## src/rtl/svo_text_pkg.sv

```systemverilog
// svo_text_pkg: definitions shared by the text writer and its cursor.
//   - control-code constants (CR, LF, BS, FF, ESC, blank glyph)
//   - writer FSM state enum and cursor operation enum
//   - default screen geometry
package svo_text_pkg;

  localparam int COLS_DEFAULT = 64;
  localparam int ROWS_DEFAULT = 19;

  localparam logic [7:0] CH_CR    = 8'h0D;
  localparam logic [7:0] CH_LF    = 8'h0A;
  localparam logic [7:0] CH_BS    = 8'h08;
  localparam logic [7:0] CH_FF    = 8'h0C;
  localparam logic [7:0] CH_ESC   = 8'h1B;
  localparam logic [7:0] CH_BLANK = 8'h20;

  typedef enum logic [1:0] {
    IDLE       = 2'd0,
    CLR_LINE   = 2'd1,
    CLR_SCREEN = 2'd2,
    ESC        = 2'd3
  } state_t;

  typedef enum logic [2:0] {
    CUR_HOLD    = 3'd0,
    CUR_ADVANCE = 3'd1,
    CUR_CR      = 3'd2,
    CUR_BS      = 3'd3,
    CUR_NEWLINE = 3'd4,
    CUR_HOME    = 3'd5
  } cursor_op_t;

endpackage

```

## src/rtl/svo_text_cursor.sv

```systemverilog
// svo_text_cursor: hardware cursor (column/row counters) of the text writer.
// Ports:
//   clk, reset : clock and asynchronous active-high reset
//   op         : cursor operation applied at the next rising edge
//   col, row   : current cursor position
//   next_row   : row a newline moves to (wraps to 0 after the last row)
module svo_text_cursor
  import svo_text_pkg::*;
#(
  parameter int COLS = COLS_DEFAULT,
  parameter int ROWS = ROWS_DEFAULT
) (
  input  logic                     clk,
  input  logic                     reset,
  input  cursor_op_t               op,
  output logic [$clog2(COLS)-1:0]  col,
  output logic [4:0]               row,
  output logic [4:0]               next_row
);

  localparam int              COL_W    = $clog2(COLS);
  localparam logic [COL_W-1:0] COL_LAST = COL_W'(COLS - 1);
  localparam logic [4:0]       ROW_LAST = 5'(ROWS - 1);

  // Row reached by a newline, wrapping back to the top of the screen.
  always_comb begin
    if (row == ROW_LAST) begin
      next_row = 5'd0;
    end else begin
      next_row = row + 5'd1;
    end
  end

  // Column/row counters; advancing past the last column behaves as a newline.
  always_ff @(posedge clk or posedge reset) begin
    if (reset) begin
      col <= {COL_W{1'b0}};
      row <= 5'd0;
    end else begin
      case (op)
        CUR_ADVANCE: begin
          if (col == COL_LAST) begin
            col <= {COL_W{1'b0}};
            row <= next_row;
          end else begin
            col <= col + COL_W'(1);
          end
        end
        CUR_CR: col <= {COL_W{1'b0}};
        CUR_BS: begin
          if (col != {COL_W{1'b0}}) begin
            col <= col - COL_W'(1);
          end else begin
            col <= col;
          end
        end
        CUR_NEWLINE: begin
          col <= {COL_W{1'b0}};
          row <= next_row;
        end
        CUR_HOME: begin
          col <= {COL_W{1'b0}};
          row <= 5'd0;
        end
        default: begin
          col <= col;
          row <= row;
        end
      endcase
    end
  end

endmodule

```

## src/rtl/svo_text_writer.sv

```systemverilog
// svo_text_writer: byte-stream terminal front end driving a text-RAM write port.
// Characters arrive over a valid/ready handshake; CR/LF/BS/FF are interpreted,
// everything else is written at the cursor. LF, line wrap and FF clear RAM by
// sweeping blanks, and the whole screen is swept after reset.
// Ports:
//   clk, reset          : clock and asynchronous active-high reset
//   in_valid/in_ready   : byte handshake, in_data is the byte
//   attr_we/attr_in     : load the current attribute (any state)
//   wen, wdataText, wdataAttr, waddr : registered text-RAM write port
//   cursor_col/cursor_row : cursor position
//   busy                : a clear sweep is in progress
// Build option: define SVO_TEXT_ESC_EN to make 8'h1B a prefix whose following
// byte loads the attribute; otherwise 8'h1B is an ordinary glyph.
module svo_text_writer
  import svo_text_pkg::*;
#(
  parameter int         COLS         = COLS_DEFAULT,
  parameter int         ROWS         = ROWS_DEFAULT,
  parameter int         ADDR_W       = 11,
  parameter logic [7:0] DEFAULT_ATTR = 8'h0F
) (
  input  logic                    clk,
  input  logic                    reset,
  input  logic                    in_valid,
  output logic                    in_ready,
  input  logic [7:0]              in_data,
  input  logic                    attr_we,
  input  logic [7:0]              attr_in,
  output logic                    wen,
  output logic [7:0]              wdataText,
  output logic [7:0]              wdataAttr,
  output logic [ADDR_W-1:0]       waddr,
  output logic [$clog2(COLS)-1:0] cursor_col,
  output logic [4:0]              cursor_row,
  output logic                    busy
);

  localparam int                COL_W       = $clog2(COLS);
  localparam logic [COL_W-1:0]  COL_LAST    = COL_W'(COLS - 1);
  localparam logic [ADDR_W-1:0] LINE_LAST   = ADDR_W'(COLS - 1);
  localparam logic [ADDR_W-1:0] SCREEN_LAST = ADDR_W'(ROWS * COLS - 1);

  state_t            state_r, state_s;
  cursor_op_t        cur_op_s;
  logic [4:0]        next_row_s;
  logic [4:0]        line_row_r;
  logic [ADDR_W-1:0] cnt_r, sweep_last_s, sweep_addr_s, cell_addr_s;
  logic              done_r;
  logic [7:0]        attr_r, eff_attr_s;
  logic              accept_s, esc_load_s;
  logic              wen_s;
  logic [7:0]        text_s, wattr_s;
  logic [ADDR_W-1:0] addr_s;

  // Bytes that land in text RAM as glyphs rather than being interpreted.
  function automatic logic is_glyph(input logic [7:0] b);
    case (b)
      CH_CR, CH_LF, CH_BS, CH_FF: is_glyph = 1'b0;
`ifdef SVO_TEXT_ESC_EN
      CH_ESC:                     is_glyph = 1'b0;
`endif
      default:                    is_glyph = 1'b1;
    endcase
  endfunction

  svo_text_cursor #(.COLS(COLS), .ROWS(ROWS)) u_cursor (
    .clk      (clk),
    .reset    (reset),
    .op       (cur_op_s),
    .col      (cursor_col),
    .row      (cursor_row),
    .next_row (next_row_s)
  );

  assign accept_s    = in_valid && in_ready;
  // An attribute load on the same edge as a printable colours that printable.
  assign eff_attr_s  = attr_we ? attr_in : attr_r;
  assign cell_addr_s = (ADDR_W'(cursor_row) << COL_W) | ADDR_W'(cursor_col);
`ifdef SVO_TEXT_ESC_EN
  assign esc_load_s  = (state_r == ESC) && accept_s;
`else
  assign esc_load_s  = 1'b0;
`endif

  // Sweep terminal count and address for the active clear.
  always_comb begin
    if (state_r == CLR_LINE) begin
      sweep_last_s = LINE_LAST;
      sweep_addr_s = (ADDR_W'(line_row_r) << COL_W) | cnt_r;
    end else begin
      sweep_last_s = SCREEN_LAST;
      sweep_addr_s = cnt_r;
    end
  end

  // FSM state register; reset lands in CLR_SCREEN so the screen self-clears.
  always_ff @(posedge clk or posedge reset) begin
    if (reset) begin
      state_r <= CLR_SCREEN;
    end else begin
      state_r <= state_s;
    end
  end

  // Next-state and cursor-operation decode.
  always_comb begin
    state_s  = state_r;
    cur_op_s = CUR_HOLD;
    case (state_r)
      IDLE: begin
        if (accept_s) begin
          case (in_data)
            CH_CR: cur_op_s = CUR_CR;
            CH_LF: begin
              cur_op_s = CUR_NEWLINE;
              state_s  = CLR_LINE;
            end
            CH_BS: cur_op_s = CUR_BS;
            CH_FF: begin
              cur_op_s = CUR_HOME;
              state_s  = CLR_SCREEN;
            end
`ifdef SVO_TEXT_ESC_EN
            CH_ESC: state_s = ESC;
`endif
            default: begin
              cur_op_s = CUR_ADVANCE;
              if (cursor_col == COL_LAST) begin
                state_s = CLR_LINE;
              end else begin
                state_s = IDLE;
              end
            end
          endcase
        end else begin
          state_s = IDLE;
        end
      end
      // One trailing cycle after the last write so in_ready rises after it.
      CLR_LINE, CLR_SCREEN: begin
        if (done_r) begin
          state_s = IDLE;
        end else begin
          state_s = state_r;
        end
      end
      ESC: begin
        if (accept_s) begin
          state_s = IDLE;
        end else begin
          state_s = ESC;
        end
      end
      default: state_s = IDLE;
    endcase
  end

  // Output decode: printable write in IDLE, blank write on each sweep step.
  always_comb begin
    wen_s   = 1'b0;
    text_s  = wdataText;
    wattr_s = wdataAttr;
    addr_s  = waddr;
    case (state_r)
      IDLE: begin
        if (accept_s && is_glyph(in_data)) begin
          wen_s   = 1'b1;
          text_s  = in_data;
          wattr_s = eff_attr_s;
          addr_s  = cell_addr_s;
        end else begin
          wen_s = 1'b0;
        end
      end
      CLR_LINE, CLR_SCREEN: begin
        if (!done_r) begin
          wen_s   = 1'b1;
          text_s  = CH_BLANK;
          wattr_s = eff_attr_s;
          addr_s  = sweep_addr_s;
        end else begin
          wen_s = 1'b0;
        end
      end
      default: wen_s = 1'b0;
    endcase
  end

  // Sweep counter; outside sweeps it stays cleared and tracks the newline row.
  always_ff @(posedge clk or posedge reset) begin
    if (reset) begin
      cnt_r      <= {ADDR_W{1'b0}};
      done_r     <= 1'b0;
      line_row_r <= 5'd0;
    end else begin
      case (state_r)
        CLR_LINE, CLR_SCREEN: begin
          if (!done_r) begin
            if (cnt_r == sweep_last_s) begin
              done_r <= 1'b1;
            end else begin
              cnt_r <= cnt_r + ADDR_W'(1);
            end
          end
        end
        default: begin
          cnt_r      <= {ADDR_W{1'b0}};
          done_r     <= 1'b0;
          line_row_r <= next_row_s;
        end
      endcase
    end
  end

  // Current attribute; the byte after ESC takes priority over attr_we.
  always_ff @(posedge clk or posedge reset) begin
    if (reset) begin
      attr_r <= DEFAULT_ATTR;
    end else if (esc_load_s) begin
      attr_r <= in_data;
    end else if (attr_we) begin
      attr_r <= attr_in;
    end
  end

  // Registered outputs.
  always_ff @(posedge clk or posedge reset) begin
    if (reset) begin
      wen       <= 1'b0;
      wdataText <= 8'h00;
      wdataAttr <= 8'h00;
      waddr     <= {ADDR_W{1'b0}};
      in_ready  <= 1'b0;
      busy      <= 1'b1;
    end else begin
      wen       <= wen_s;
      wdataText <= text_s;
      wdataAttr <= wattr_s;
      waddr     <= addr_s;
      in_ready  <= (state_s == IDLE) || (state_s == ESC);
      busy      <= (state_s == CLR_LINE) || (state_s == CLR_SCREEN);
    end
  end

endmodule
```

## config.mk

```make
export PLATFORM = sky130hd
export DESIGN_NAME = svo_text_writer
export DESIGN_NICKNAME = d
export VERILOG_FILES = /design/src/rtl/svo_text_pkg.sv /design/src/rtl/svo_text_cursor.sv /design/src/rtl/svo_text_writer.sv
export SDC_FILE = /design/constraint.sdc
export NUM_CORES = 1
export LEC_CHECK = 0
export ABC_CLOCK_PERIOD_IN_PS = 6100
export CAP_MARGIN = 10
export CORE_ASPECT_RATIO = 1.1
export CORE_MARGIN = 3
export CORE_UTILIZATION = 35
export CTS_CLUSTER_SIZE = 8
export DETAILED_ROUTE_END_ITERATION = 8
export DONT_BUFFER_PORTS = 1
export PLACE_DENSITY = 0.58
export SYNTH_ARGS = -nofsm -noshare
export SYNTH_HDL_FRONTEND = slang
export SYNTH_SLANG_ARGS = --single-unit
export TNS_END_PERCENT = 50
```

## constraint.sdc

```tcl
create_clock -name clk -period 6.1 [get_ports clk]
set_input_delay 0.305 -clock clk [delete_from_list [all_inputs] [get_ports clk]]
set_output_delay 0.305 -clock clk [all_outputs]
set_load 0.05 [all_outputs]
```

; Yosys cells after proc, flatten, opt, wreduce, memory -nomap -nowiden
; Cells that the tools add are included.
[totals]
register_bits = 68
input_bits = 20
elab_cells = 98
[classes]
n_addsub = 4
eq_ne = 23
muxes = 38
bitwise = 2
n_reduce_logical = 18
[op_table]
columns = op, count
row1 = 11-bit two-way mux, 7
row2 = 8-bit two-way mux, 5
row3 = "8-bit by 4-bit equality test with 1-bit output, second input constant", 4
row4 = 8-bit one-hot mux with 2 select lines, 2
row5 = 11-bit one-hot mux with 2 select lines, 1
row6 = 6-bit one-hot mux with 3 select lines, 1
row7 = 5-bit one-hot mux with 3 select lines, 1
row8 = 6-bit two-way mux, 2
row9 = 2-bit one-hot mux with 3 select lines, 2
row10 = 3-bit one-hot mux with 4 select lines, 1
row11 = "11-bit by 1-bit adder with 11-bit output, second input constant", 1
row12 = 11-bit equality test, 1
row13 = 11-bit bitwise OR, 1
row14 = 11-bit by 6-bit bitwise OR with 11-bit output, 1
row15 = 5-bit two-way mux, 2
row16 = "2-bit equality test, second input constant", 4
row17 = 1-bit two-way mux, 8
row18 = "2-bit inequality test, second input constant", 4
row19 = "6-bit by 1-bit adder with 6-bit output, second input constant", 1
row20 = "3-bit by 2-bit equality test with 1-bit output, second input constant", 2
row21 = "3-bit equality test, second input constant", 2
row22 = "6-bit equality test, second input constant", 1
row23 = 2-bit two-way mux, 3
row24 = 3-bit two-way mux, 2
row25 = other kinds (18), 26

; Logic depth before layout (Yosys ltp)
; Gate-level depths: netlist of the first run.
[depth]
ltp_word = 8
depth_mapped = 9
depth_no_buf = 7

; Cells and area by module
; Synthesis of the first run repeated with hierarchy kept, for this count alone.
[unflattened]
cells_unflattened = 340
area_unflattened_um2 = 3631.0
[modules_own_cells]
columns = module, instances, cells_per_inst, area_each_um2, seq_area_each_um2
row1 = svo_text_writer, 1, 245, 2707.6, 1433.9
row2 = svo_text_cursor, 1, 95, 923.4, 275.3

; Worst setup path before layout of the first run
; OpenSTA, ideal clock, no wires.
[synth_path]
path_type = reg2reg
startpoint = register u_cursor.col[0]
endpoint = register u_cursor.row[0]
arrival_ps = 2250
path_slack_ps = 3768
stages_incl_launch_ff = 7
synth_period_minus_slack_ps = 2332
path_cell_list = dfrtp_1 > ha_1 > nand3_1 > or2_1 > o32a_4 > or4_4 > o21ai_1
[synth_via]
elab_chain_cells = 3
[synth_rtl]
columns = item, line_no
row1 = "start, declared", svo_text_cursor.sv:16  ; output logic [$clog2(COLS)-1:0] col,
row2 = "start signal, assigned", svo_text_cursor.sv:37  ; col <= {COL_W{1'b0}};
row3 = "start signal, assigned", svo_text_cursor.sv:43  ; col <= {COL_W{1'b0}};
row4 = "start signal, assigned", svo_text_cursor.sv:46  ; col <= col + COL_W'(1);
row5 = 6-bit equality test, svo_text_cursor.sv:42  ; if (col == COL_LAST) begin
row6 = 2-bit inequality test (no line), -
row7 = 2-bit AND reduction (no line), -
row8 = "end signal, assigned", svo_text_cursor.sv:44  ; row <= next_row;
row9 = "end signal, assigned", svo_text_cursor.sv:59  ; row <= next_row;
row10 = "end signal, assigned", svo_text_cursor.sv:67  ; row <= row;
row11 = "end, declared", svo_text_cursor.sv:17  ; output logic [4:0] row,
; Every way passes these cells.
; A chain may end at the register's enable or synchronous reset.

; Worst setup path in the final report of the first run
; Same ends and word-level chain as after synthesis.

==> results of run 1 <==
[routing by layer]
metal | share of wire, % | track usage [%]
met5 | 0 | 0
met4 | 0.54 | 4.61
met3 | 6.2 | 4.58
met2 | 51 | 25.5
met1 | 42 | 17.3
[cells by family (layout without fill, tap and decap cells)]
family,after synthesis,after routing,share of synthesized area (%)
and+or+nand+nor,117,117,18.7
AOI/OAI and AO/OA,88,88,16.8
DFF,68,68,46.4
muxes,27,27,7.95
buffers and inverters,26,27,3.26
xor gates and xnor gates,13,13,3.09
adders and majority gates,11,11,3.74
[area by class of cell]
cell class                      count  area [sq um]
Timing Repair Buffer                2          15.0
Clock inverter                      6          42.5
Multi-Input combinational cell    256          1850
Fill cell                        1032          6120
Inverter                            9          33.8
Sequential cell                    68          1710
Clock buffer                       10           128
Tap cell                          140           175
[state kept, by name, indices dropped and copies added (netlist names), 2 cells and up]
signal	flops
waddr	11
line_row_r	5
attr_r	8
state_r	2
cnt_r	11
wdataText	8
wdataAttr	8
u_cursor.col	6
u_cursor.row	5
[cell usage after synthesis (3+ instances only)]
cell                        n
sky130_fd_sc_hd__xor2_1     7
sky130_fd_sc_hd__nand2_1   32
sky130_fd_sc_hd__clkbuf_1  10
sky130_fd_sc_hd__mux2_2    10
sky130_fd_sc_hd__nor4_4     3
sky130_fd_sc_hd__mux2i_1    9
sky130_fd_sc_hd__dfstp_2    6
sky130_fd_sc_hd__o22ai_1    3
sky130_fd_sc_hd__a21oi_1   17
sky130_fd_sc_hd__nor4b_1    3
sky130_fd_sc_hd__and2_1     8
sky130_fd_sc_hd__a211oi_1   3
sky130_fd_sc_hd__o21ai_1   19
sky130_fd_sc_hd__and3_1     4
sky130_fd_sc_hd__o31ai_1    7
sky130_fd_sc_hd__and4_1     3
sky130_fd_sc_hd__mux2_1     8
sky130_fd_sc_hd__ha_1      11
sky130_fd_sc_hd__a31oi_1    6
sky130_fd_sc_hd__nor2b_1    6
sky130_fd_sc_hd__nand2b_1   8
sky130_fd_sc_hd__a22o_1     7
sky130_fd_sc_hd__o41ai_1    3
sky130_fd_sc_hd__o21ai_0   10
sky130_fd_sc_hd__nand3_1   10
sky130_fd_sc_hd__nor3_1     6
sky130_fd_sc_hd__buf_2      3
sky130_fd_sc_hd__nor2_1    15
sky130_fd_sc_hd__dfrtp_1   62
sky130_fd_sc_hd__inv_1      9
sky130_fd_sc_hd__xnor2_1    6
[power breakdown]
| part | internal, mW | leakage, nW | total (mW) | switching (mW) |
|---|---|---|---|---|
| registers | 0.512 | 0.852 | 0.799 | 0.287 |
| logic | 0.0783 | 0.640 | 0.181 | 0.103 |
| clock network | 0.147 | 0.0822 | 0.325 | 0.178 |
[stage by stage]
stage / setup slack [ps] / cells
floorplan: 3770 / 350
global placement: 3610 / 475
detailed placement: 3560 / 475
CTS: 3540 / 491
global route: 3370 / 491
finish: 3540 / 491
[path summary, 6_finish.rpt]
check | from | to | slack, ps | depth (start not counted)
hold reg to reg | line_row_r[1] | line_row_r[1] | 480 | 2
setup / recovery | u_cursor.col[0] | u_cursor.row[0] | 3540 | 6
max in group asynchronous | reset | waddr[1] | 5470 | 2
setup reg to reg | u_cursor.col[0] | u_cursor.row[0] | 3540 | 6
min in group clk | in_data[0] | wdataText[0] | 90 | 1
hold / removal | reset | wdataText[0] | 90 | 2
==> metrics.log, run 1 <==
[metrics] outcome: finished clean
[metrics] Layout Nets: 377
[metrics] CTS Buffer Depth: 2
[metrics] clock buffer count from CTS: 9
[metrics] largest stage delay on the critical path: 780 ps
[metrics] crit-path leading delay family: simple AND/OR/NAND/NOR gates
[metrics] Placed Area: ~3800 sq um
[metrics] detail-routed via count per cell: 5.41
[metrics] min Tclk post-route: around 2600 ps
[metrics] post-route clock period utilization: a little over two fifths
[metrics] diode count: 0
[metrics] TritonCTS clock tree: yes
[metrics] routability-driven placement congestion ratio: 0.806
[metrics] Post-Route Utilization: 39.2%
[metrics] sequential share of the synthesized area: 46.4%
[metrics] total of cells resized after clock tree synthesis: 0
[metrics] Yosys cell types: 60
[metrics] synthesized area: 3680 sq um
[metrics] Leakage: between 1.5 and 2 nW
[metrics] Chip Height: between 100 and 150 microns
[metrics] maximum vdd drop: 145 uV
[metrics] count of hold buffers inserted by post-cts repair: 0
[metrics] vias in the first global route: 2641
[metrics] wire length of the first global-routing pass: 13700 microns
[metrics] CP max FO: 9
[metrics] post-synthesis cell count: 350
[metrics] top library cells by usage in the layout, fill and taps aside: 62 x sky130_fd_sc_hd__dfrtp_1, 32 x sky130_fd_sc_hd__nand2_1, 19 x sky130_fd_sc_hd__o21ai_1, 17 x sky130_fd_sc_hd__a21oi_1, 15 x sky130_fd_sc_hd__nor2_1
[metrics] top cells by area, synth: sky130_fd_sc_hd__dfrtp_1 42%, sky130_fd_sc_hd__dfstp_2 4.3%, sky130_fd_sc_hd__ha_1 3.7%
[metrics] power density over cell area: 330 nW/um^2
[metrics] number of vias after detailed routing: 2656
[metrics] required time at the endpoint of the critical path: ~6400 ps
[metrics] Max Transition Viols Final: 0
[metrics] initial core utilization: 36.5%
[metrics] worst hold margin: between 80 and 90 ps
[metrics] number of clock sinks seen by CTS: 68
[metrics] setup repair after global routing missed its margin: false
[metrics] share of cells above drive strength 1: 13.4%
[metrics] iteration count of the initial detailed-routing pass: 4
[metrics] Clock Latency Late Sink: 350 ps
[metrics] Fin. Hold Viols: 0
[metrics] launching element type of the critical path: register
[metrics] register bit count reported by yosys: 68
[metrics] library cell with the largest summed area after synthesis: sky130_fd_sc_hd__dfrtp_1
[metrics] total gr overflow: 0
[metrics] most frequent standard cell in the layout excluding fill and tap cells: sky130_fd_sc_hd__dfrtp_1
[metrics] final routed wirelength across all metal layers: 8480 microns
[metrics] share of flip-flops with an asynchronous set or reset after synthesis: 100%
[metrics] wire length per cell: 17.3 microns
[metrics] setup clock skew after layout: 8.43 ps
[metrics] area share of the largest cell type after synthesis: around 42%
[metrics] summed area of non-filler cells in the final layout: 3960 sq um
[metrics] crit path kind: register to register
[metrics] overall global routing resource usage: 14.6%
[metrics] syn_nets: 381
[metrics] normalized max-slew margin: between 40% and 50%
[metrics] antenna violations before repair: 0
[metrics] number of flops mapped to enable cells by yosys: 0
[metrics] hpwl dp: approximately 6000 microns
[metrics] count of final setup violators: 0
[metrics] Post-CTS Setup Bufs: 0
[metrics] most frequently used flop master after synthesis: sky130_fd_sc_hd__dfrtp_1
[metrics] CP Data Arrival Time: 2830 ps
[metrics] number of rows in the core area: 38
[metrics] Max H-tree Level: 3
[metrics] total of warnings raised by yosys: 0
[metrics] worst min-delay path class: input pin to async pin
[metrics] Final Power: 1.31 mW
[metrics] Boundary Pins: 61
[metrics] library cell used as clock root buffer: sky130_fd_sc_hd__clkbuf_8
[metrics] final total negative setup slack: 0 ps
[metrics] Area growth syn-to-layout: 7.44%
[metrics] Port Buffer Count: 0
[metrics] CORE AREA: 10100 sq um
[metrics] final routed DRC violation total: 0
[metrics] Critical Path End Type: register
[metrics] Worst Max-Slew Pin Slew: roughly 860 ps
[metrics] starting DRC count in detailed routing: ~170
[metrics] critical-path cell with the highest stage delay: sky130_fd_sc_hd__dfrtp_1
[metrics] number of max-cap violations: 0
[metrics] clock edge transition at the registers on the reported setup and hold paths: 80 ps
[metrics] ANT nets after route: 0
[metrics] mean area per synthesized cell: 10.5 sq um
[metrics] maximum number of pins on one net before global-route repair: 69
[metrics] cell breakdown of the critical path: ha_1 > nand3_1 > or2_1 > o32a_4 > or4_4 > o21ai_1
[metrics] achievable frequency: 390 MHz
[metrics] width of the die: 104 microns
[metrics] die area: 11800 sq um
[metrics] total buffers and inverters traversed by the critical path: 0
Note: power is estimated with default switching activity, not from simulation.
==> run 2: changes to the inputs <==
--- a/config.mk
+++ b/config.mk
@@ -5,7 +5,7 @@
 export SDC_FILE = /design/constraint.sdc
 export NUM_CORES = 1
 export LEC_CHECK = 0
-export ABC_CLOCK_PERIOD_IN_PS = 6100
+export ABC_CLOCK_PERIOD_IN_PS = 2400
 export CAP_MARGIN = 10
 export CORE_ASPECT_RATIO = 1.1
 export CORE_MARGIN = 3
==> constraint.sdc (replaced) <==
create_clock -name clk -period 2.4 [get_ports clk]
set_input_delay 0.12 -clock clk [delete_from_list [all_inputs] [get_ports clk]]
set_output_delay 0.12 -clock clk [all_outputs]
set_load 0.05 [all_outputs]
==> run 2 against run 1 <==
Net effect:
- largest power group unchanged
- die area is the same
- via count grew 5.4%
- critical path depth grew 1
- first-iteration DRC count shrank 18%
- clock skew grew 3.0 ps
- core utilization grew 4.2 points
==> metrics.log, run 2 (same netlist as run 1, synthesis figures left out) <==
[metrics] number of clock sinks seen by CTS: 68 (unchanged)
[metrics] sink of the worst hold path: wdataAttr[6]
[metrics] most frequent standard cell in the layout excluding fill and tap cells: sky130_fd_sc_hd__dfrtp_1 (unchanged)
[metrics] worst hold margin: 47.2 ps (was 86.9 ps)
[metrics] antenna violations before repair: 0 (unchanged)
[metrics] power density over cell area: 826 nW/um^2 (was 330 nW/um^2)
[metrics] Placed Area: 3910 sq um (was 3780 sq um)
[metrics] Fin. Hold Viols: 0 (unchanged)
[metrics] routability-driven placement congestion ratio: 0.838 (was 0.806)
[metrics] wire length per cell: 16.3 microns (was 17.3 microns)
[metrics] hpwl dp: 6130 microns (was 6040 microns)
[metrics] total gr overflow: 0 (unchanged)
[metrics] normalized max-slew margin: 48.5% (was 42.8%)
[metrics] maximum number of pins on one net before global-route repair: 47 (was 69)
[metrics] Leakage: 1.79 nW (was 1.57 nW)
[metrics] die area: 11800 sq um (unchanged)
[metrics] launching element type of the critical path: register (unchanged)
[metrics] most used routing layer in global routing: met2 (unchanged)
[metrics] library cell used as clock root buffer: sky130_fd_sc_hd__clkbuf_8 (unchanged)
[metrics] final routed wirelength across all metal layers: 8700 microns (was 8480 microns)
[metrics] cell internal power dissipation: 2.13 mW (was 737 uW)
[metrics] Max H-tree Level: 3 (unchanged)
[metrics] wire length of the first global-routing pass: 14800 microns (was 13700 microns)
[metrics] Clock Latency Late Sink: 350 ps (about the same)
[metrics] starting DRC count in detailed routing: 138 (was 169)
[metrics] number of cells on the worst reg-to-reg path: 7 (was 6)
[metrics] TritonCTS clock tree: yes (unchanged)
[metrics] met2 Use GR: 25.7% (was 25.5%)
[metrics] clock network fraction of total power: 27.2% (was 24.9%)
[metrics] share of cells above drive strength 1: 16.3% (was 13.4%)
[metrics] cell breakdown of the critical path: inv_1 > ha_1 > nand3b_1 > a2111oi_4 > nor2_1 > xor2_1 > and2_1 (was ha_1 > nand3_1 > or2_1 > o32a_4 > or4_4 > o21ai_1)
[metrics] required time at the endpoint of the critical path: 2650 ps (was 6360 ps)
[metrics] detail-routed via count per cell: 5.26 (was 5.41)
[metrics] number of cells after detailed placement: 490 (was 475)
[metrics] CORE AREA: 10100 sq um (unchanged)
[metrics] number of rows in the core area: 38 (unchanged)
[metrics] Port Buffer Count: 0 (unchanged)
[metrics] Critical Path End Type: register (unchanged)
[metrics] count of final setup violators: 0 (unchanged)
[metrics] worst flop-to-flop path endpoint: cnt_r[0] (was u_cursor.row[0])
[metrics] worst hold start: attr_we
[metrics] largest stage delay on the critical path: 590 ps (was 780 ps)
[metrics] source of the worst register-to-register timing path: state_r[1] (was u_cursor.col[0])
[metrics] Boundary Pins: 61 (unchanged)
[metrics] clock edge transition at the registers on the reported setup and hold paths: 80 ps (about the same)
[metrics] switching share of total power: 41.2% (was 43.5%)
[metrics] diode count: 0 (unchanged)
[metrics] critical-path cell with the highest stage delay: sky130_fd_sc_hd__dfstp_2 (was sky130_fd_sc_hd__dfrtp_1)
[metrics] crit-path leading delay family: flip-flops (was simple AND/OR/NAND/NOR gates)
[metrics] Layout Nets: 418 (was 377)
[metrics] outcome: finished clean (unchanged)
[metrics] Area growth syn-to-layout: 18.9% (was 7.44%)
[metrics] biggest registers after layout: cnt_r: 11 flops, waddr: 11 flops (unchanged)
[metrics] combinational power share: 25.4% (was 13.9%)
[metrics] CP max FO: 7 (was 9)
[metrics] ANT nets after route: 0 (unchanged)
[metrics] width of the die: 104 microns (unchanged)
[metrics] hold path depth: 2
[metrics] overall global routing resource usage: 15.6% (was 14.6%)
[metrics] worst min-delay path class: input pin to register (was input pin to async pin)
[metrics] top library cells by usage in the layout, fill and taps aside: 62 x sky130_fd_sc_hd__dfrtp_1, 32 x sky130_fd_sc_hd__nand2_1, 25 x sky130_fd_sc_hd__dlygate4sd3_1, 19 x sky130_fd_sc_hd__o21ai_1 (was 62 x sky130_fd_sc_hd__dfrtp_1, 32 x sky130_fd_sc_hd__nand2_1, 19 x sky130_fd_sc_hd__o21ai_1, 17 x sky130_fd_sc_hd__a21oi_1, 15 x sky130_fd_sc_hd__nor2_1)
[metrics] total buffers and inverters traversed by the critical path: 1 (was 0)
[metrics] Final Power: 3.62 mW (was 1.31 mW)
[metrics] worst setup slack for register-to-register paths: 120 ps (was 3540 ps)
[metrics] vias in the first global route: 2823 (was 2641)
[metrics] proportion of power drawn by flip-flops and latches: 47.3% (was 61.2%)
[metrics] CTS Buffer Depth: 2 (unchanged)
[metrics] Max Transition Viols Final: 0 (unchanged)
[metrics] met3 usage in global routing: 4.07% (was 4.58%)
[metrics] Finished Layout Cells: 532 (was 491)
[metrics] Worst Max-Slew Pin Slew: 772 ps (was 858 ps)
[metrics] maximum vdd drop: 340 uV (was 145 uV)
[metrics] net switching power: 1.49 mW (was 568 uW)
[metrics] iteration count of the initial detailed-routing pass: 4 (unchanged)
[metrics] achievable frequency: 440 MHz (was 390 MHz)
[metrics] summed area of non-filler cells in the final layout: 4380 sq um (was 3960 sq um)
[metrics] min Tclk post-route: 2280 ps (was 2560 ps)
[metrics] met1 GRT Util: 19.7% (was 17.3%)
[metrics] number of max-cap violations: 0 (unchanged)
[metrics] Chip Height: 114 microns (unchanged)
[metrics] initial core utilization: 36.5% (unchanged)
[metrics] post-route clock period utilization: 94.8% (was 42.0%)
[metrics] final routed DRC violation total: 0 (unchanged)
[metrics] setup clock skew after layout: 11.4 ps (was 8.43 ps)
[metrics] clock buffer count from CTS: 9 (unchanged)
[metrics] number of vias after detailed routing: 2800 (was 2656)
[metrics] crit path kind: register to register (unchanged)
[metrics] CP Data Arrival Time: 2520 ps (was 2830 ps)
-- run 2: per-stage QoR --
step	setup slack (ps)	setup TNS, ps	utilization (%)
after detailed placement	76.7	0	38.8
after floorplan	68.4	0	-
after global placement	151	0	38.8
after CTS	69.8	0	43.4
after global routing	-6.85	-7.30	43.4
final	125	0	43.4
-- run 2: power by group through the flow --
stage                     Combinational [mW]  Clock, mW  Sequential, mW
after floorplan                        0.427          0            1.93
after global placement                 0.859          0            1.74
after detailed placement               0.878          0            1.74
after CTS                              0.921       1.02            1.72
after global routing                    1.01       1.07            1.73
final                                  0.919      0.985            1.71
-- run 2: how the worst max path moves through the flow --
| stage | from | end | slack [ps] | cells past startpoint |
|---|---|---|---|---|
| 4_1_cts | state_r[1] | cnt_r[0] | 70 | 7 |
| 2_1_floorplan | u_cursor.col[0] | u_cursor.row[0] | 70 | 6 |
| 5_1_grt | state_r[1] | cnt_r[9] | -7 | 7 |
| 6_report | state_r[1] | cnt_r[0] | 120 | 7 |
| 3_3_place_gp | state_r[1] | cnt_r[0] | 150 | 7 |
| 3_5_place_dp | state_r[1] | cnt_r[0] | 80 | 7 |
-- run 2: layout make-up --
class / instances / area [sq um]
fill: 1004 / 5700
multi-input combinational: 256 / 1850
sequential: 68 / 1710
timing repair buffer: 43 / 398
tap: 140 / 175
clock buffer: 10 / 138
clock inverter: 6 / 72.6
inverter: 9 / 33.8
-- run 2: timing repair --
action / CTS / global route
resized for setup: 0 / 0
buffers inserted: 0 / 1
hold endpoints to repair: 36 / 0
hold buffers: 25 / 0
endpoints found under the setup margin: 0 / 3
-- run 2: metal layers --
layer	up-vias	wire length (microns)
met5	-	0
li1	1346	-
met1	1382	3890
met4	0	166
met2	57	4190
met3	15	447
==> run 3: changes to the inputs <==
--- a/config.mk
+++ b/config.mk
@@ -5,6 +5,7 @@
 export SDC_FILE = /design/constraint.sdc
 export NUM_CORES = 1
 export LEC_CHECK = 0
+export ABC_AREA = 1
 export ABC_CLOCK_PERIOD_IN_PS = 2400
 export CAP_MARGIN = 10
 export CORE_ASPECT_RATIO = 1.1
==> run 3 against run 2 <==
Net effect:
- worst setup slack improved by 220 ps
- highest routed layer unchanged
- die area is 1.6% lower
- synthesized area down 1.7%
- first-iteration DRC count is 42% higher
- via count up 9.8%
- combinational power is 28% lower
- final cell count increased by 17%
- non-clock buffer count shrank 3
- wire length down 1.2%
==> metrics.log, run 3 <==
[metrics] CP max FO: 39 (was 7)
[metrics] mean area per synthesized cell: 7.87 sq um (was 10.5 sq um)
[metrics] FF/Latch Area: 1710 sq um (unchanged)
[metrics] TritonCTS clock tree: yes (unchanged)
[metrics] Yosys cell types: 31 (was 60)
[metrics] CORE AREA: 9980 sq um (was 10100 sq um)
[metrics] starting DRC count in detailed routing: 196 (was 138)
[metrics] total gr overflow: 0 (unchanged)
[metrics] register bit count reported by yosys: 68 (unchanged)
[metrics] final total negative setup slack: 0 ps (unchanged)
[metrics] critical-path cell with the highest stage delay: sky130_fd_sc_hd__dfstp_2 (unchanged)
[metrics] achievable frequency: 486 MHz (was 440 MHz)
[metrics] most frequent standard cell in the layout excluding fill and tap cells: sky130_fd_sc_hd__nand2_1 (was sky130_fd_sc_hd__dfrtp_1)
[metrics] normalized max-slew margin: 55.0% (was 48.5%)
[metrics] crit path setup slack, layout: 344 ps (was 125 ps)
[metrics] Max H-tree Level: 3 (unchanged)
[metrics] wire length of the first global-routing pass: 14400 microns (was 14800 microns)
[metrics] Port Buffer Count: 0 (unchanged)
[metrics] cell internal power dissipation: 1.99 mW (was 2.13 mW)
[metrics] largest stage delay on the critical path: 560 ps (was 590 ps)
[metrics] Max Transition Viols Final: 0 (unchanged)
[metrics] proportion of power drawn by flip-flops and latches: 49.5% (was 47.3%)
[metrics] summed area of non-filler cells in the final layout: 4270 sq um (was 4380 sq um)
[metrics] switching share of total power: 38.2% (was 41.2%)
[metrics] post-route clock period utilization: 85.7% (was 94.8%)
[metrics] Worst Max-Slew Pin Slew: 676 ps (was 772 ps)
[metrics] number of max-cap violations: 0 (unchanged)
[metrics] most frequently used flop master after synthesis: sky130_fd_sc_hd__dfrtp_1 (unchanged)
[metrics] most frequently used cell type in the post-synthesis netlist: sky130_fd_sc_hd__nand2_1 (was sky130_fd_sc_hd__dfrtp_1)
[metrics] top cells by area, synth: sky130_fd_sc_hd__dfrtp_1 43%, sky130_fd_sc_hd__nand2_1 16%, sky130_fd_sc_hd__o21ai_0 4.8% (was sky130_fd_sc_hd__dfrtp_1 42%, sky130_fd_sc_hd__dfstp_2 4.3%, sky130_fd_sc_hd__ha_1 3.7%)
[metrics] number of rows in the core area: 38 (unchanged)
[metrics] syn_nets: 491 (was 381)
[metrics] wire length per cell: 13.8 microns (was 16.3 microns)
[metrics] synthesized area: 3620 sq um (was 3680 sq um)
[metrics] vias in the first global route: 3038 (was 2823)
[metrics] detail-routed via count per cell: 4.92 (was 5.26)
[metrics] net switching power: 1.23 mW (was 1.49 mW)
[metrics] overall global routing resource usage: 15.8% (was 15.6%)
[metrics] min Tclk post-route: 2060 ps (was 2280 ps)
[metrics] number of flops mapped to enable cells by yosys: 0 (unchanged)
[metrics] launching element type of the critical path: register (unchanged)
[metrics] routability-driven placement congestion ratio: 0.880 (was 0.838)
[metrics] initial core utilization: 36.2% (was 36.5%)
[metrics] combinational power share: 20.5% (was 25.4%)
[metrics] Critical Path End Type: register (unchanged)
[metrics] diode count: 0 (unchanged)
[metrics] Layout Nets: 531 (was 418)
[metrics] number of vias after detailed routing: 3073 (was 2800)
[metrics] iteration count of the initial detailed-routing pass: 4 (unchanged)
[metrics] Placed Area: 3820 sq um (was 3910 sq um)
[metrics] outcome: finished clean (unchanged)
[metrics] clock edge transition at the registers on the reported setup and hold paths: 80 ps (about the same)
[metrics] library cell used as clock root buffer: sky130_fd_sc_hd__clkbuf_8 (unchanged)
[metrics] top library cells by usage in the layout, fill and taps aside: 159 x sky130_fd_sc_hd__nand2_1, 62 x sky130_fd_sc_hd__dfrtp_1, 38 x sky130_fd_sc_hd__inv_1, 38 x sky130_fd_sc_hd__nor2_1, 35 x sky130_fd_sc_hd__o21ai_0 (was 62 x sky130_fd_sc_hd__dfrtp_1, 32 x sky130_fd_sc_hd__nand2_1, 25 x sky130_fd_sc_hd__dlygate4sd3_1, 19 x sky130_fd_sc_hd__o21ai_1)
[metrics] Post-CTS Setup Bufs: 0 (unchanged)
[metrics] Boundary Pins: 61 (unchanged)
[metrics] Leakage: 2.06 nW (was 1.79 nW)
[metrics] required time at the endpoint of the critical path: 2630 ps (was 2650 ps)
[metrics] Setup Slack @ Placement: 340 ps (was 76.7 ps)
[metrics] final routed DRC violation total: 0 (unchanged)
[metrics] count of final setup violators: 0 (unchanged)
[metrics] sequential share of the synthesized area: 47.2% (was 46.4%)
[metrics] maximum vdd drop: 461 uV (was 340 uV)
[metrics] FILL cells: 1002 (was 1004)
[metrics] ANT nets after route: 0 (unchanged)
[metrics] final routed wirelength across all metal layers: 8600 microns (was 8700 microns)
[metrics] worst min-delay path class: input pin to register (unchanged)
[metrics] area share of the largest cell type after synthesis: 42.9% (was 42.1%)
[metrics] clock network fraction of total power: 30.0% (was 27.2%)
[metrics] maximum number of pins on one net before global-route repair: 40 (was 47)
[metrics] library cell with the largest summed area after synthesis: sky130_fd_sc_hd__dfrtp_1 (unchanged)
[metrics] number of clock sinks seen by CTS: 68 (unchanged)
[metrics] biggest registers after layout: cnt_r: 11 flops, waddr: 11 flops (unchanged)
[metrics] crit path kind: register to register (unchanged)
[metrics] power density over cell area: 753 nW/um^2 (was 826 nW/um^2)
[metrics] Chip Height: 113 microns (was 114 microns)
[metrics] most frequent cells after synthesis: 159 x sky130_fd_sc_hd__nand2_1, 62 x sky130_fd_sc_hd__dfrtp_1, 39 x sky130_fd_sc_hd__inv_1 (was 62 x sky130_fd_sc_hd__dfrtp_1, 32 x sky130_fd_sc_hd__nand2_1, 19 x sky130_fd_sc_hd__o21ai_1)
[metrics] total of warnings raised by yosys: 0 (unchanged)
[metrics] post-synthesis cell count: 460 (was 350)
[metrics] CTS Buffer Depth: 2 (unchanged)
[metrics] clock buffer count from CTS: 9 (unchanged)
[metrics] setup clock skew after layout: 15.4 ps (was 11.4 ps)
[metrics] CP Data Arrival Time: 2290 ps (was 2520 ps)
[metrics] width of the die: 103 microns (was 104 microns)
[metrics] share of cells above drive strength 1: 10.7% (was 16.3%)
[metrics] Clock Latency Late Sink: 360 ps (was 350 ps)
[metrics] Post-Route Utilization: 42.7% (was 43.4%)
[metrics] Final Power: 3.21 mW (was 3.62 mW)
[metrics] total of cells resized after clock tree synthesis: 0 (unchanged)
[metrics] total area of multi-input combinational cells: 1690 sq um (was 1850 sq um)
[metrics] antenna violations before repair: 0 (unchanged)
[metrics] setup repair after global routing missed its margin: false
[metrics] Area growth syn-to-layout: 17.9% (was 18.9%)
[metrics] hpwl dp: 6120 microns (was 6130 microns)
[metrics] Fin. Hold Viols: 0 (unchanged)
[metrics] die area: 11600 sq um (was 11800 sq um)
[metrics] share of flip-flops with an asynchronous set or reset after synthesis: 100% (unchanged)
[metrics] cell breakdown of the critical path: inv_1 > ha_1 > clkinv_1 > o21ai_4 > nand2_4 > nand2_1 > o21ai_0 (was inv_1 > ha_1 > nand3b_1 > a2111oi_4 > nor2_1 > xor2_1 > and2_1)
## run 3: area by class of cell
type                       instances  area share [%]
clock inverter                     7            1.73
clock buffer                       9            2.90
sequential                        68            40.0
multi-input combinational        339            39.6
timing repair buffer              40            8.50
inverter                          42            3.69
tap                              120            3.52
## run 3: cells by family after synthesis
kind of cell	share of synthesized area [%]
AO/OA/AOI/OAI	8.58
XOR/XNOR	2.42
adder cells (fa/ha/maj)	3.80
buffers and inverters	6.05
flip-flops	47.2
multiplexers	2.49
AND/OR/NAND/NOR	29.4
## run 3: routing by layer
metal  up-vias  routed length (microns)  track usage [%]
li1       1567                        -                -
met1      1431                     3830             19.9
met2        64                     4170             25.5
met3        11                      475             4.79
met4         0                      123             5.70
met5         -                        0                0
## run 3: worst paths after layout
kind	from	to	slack, ps	cells after the start
max	state_r[1]	waddr[5]	340	7
min	attr_we	wdataAttr[4]	70	3
max reg2reg	state_r[1]	waddr[5]	340	7
min reg2reg	line_row_r[2]	line_row_r[2]	490	2
max in group asynchronous	reset	state_r[1]	1370	3
min in group asynchronous	reset	cnt_r[2]	260	2
## run 3: per-stage QoR
step                      hold WS (ps)  instances
after floorplan                    237        460
after detailed placement          84.2        584
after global routing              56.8        625
after CTS                         46.4        625
after global placement            77.8        584
final                             66.6        625
## run 3: power groups by stage
stage                     Clock (mW)  Sequential [mW]  Combinational [mW]
after floorplan                    0             1.70               0.379
after global placement             0             1.62               0.617
after detailed placement           0             1.62               0.623
after CTS                      0.994             1.59               0.667
after global routing            1.05             1.61               0.752
final                          0.963             1.59               0.659
## run 3: worst max-delay path, delay by kind of cell (launching register included)
| family | cells | cell delay (ps) |
|---|---|---|
| compound gates | 2 | 400 |
| fa+ha+maj | 1 | 320 |
| buf+inv | 2 | 200 |
| flops | 1 | 560 |
| simple gates | 2 | 450 |
## run 3: repair_timing
item | in CTS | in global routing
endpoints found under the hold margin | 36 | 0
hold buffers | 25 | 0
endpoints found under the setup margin | 0 | 0
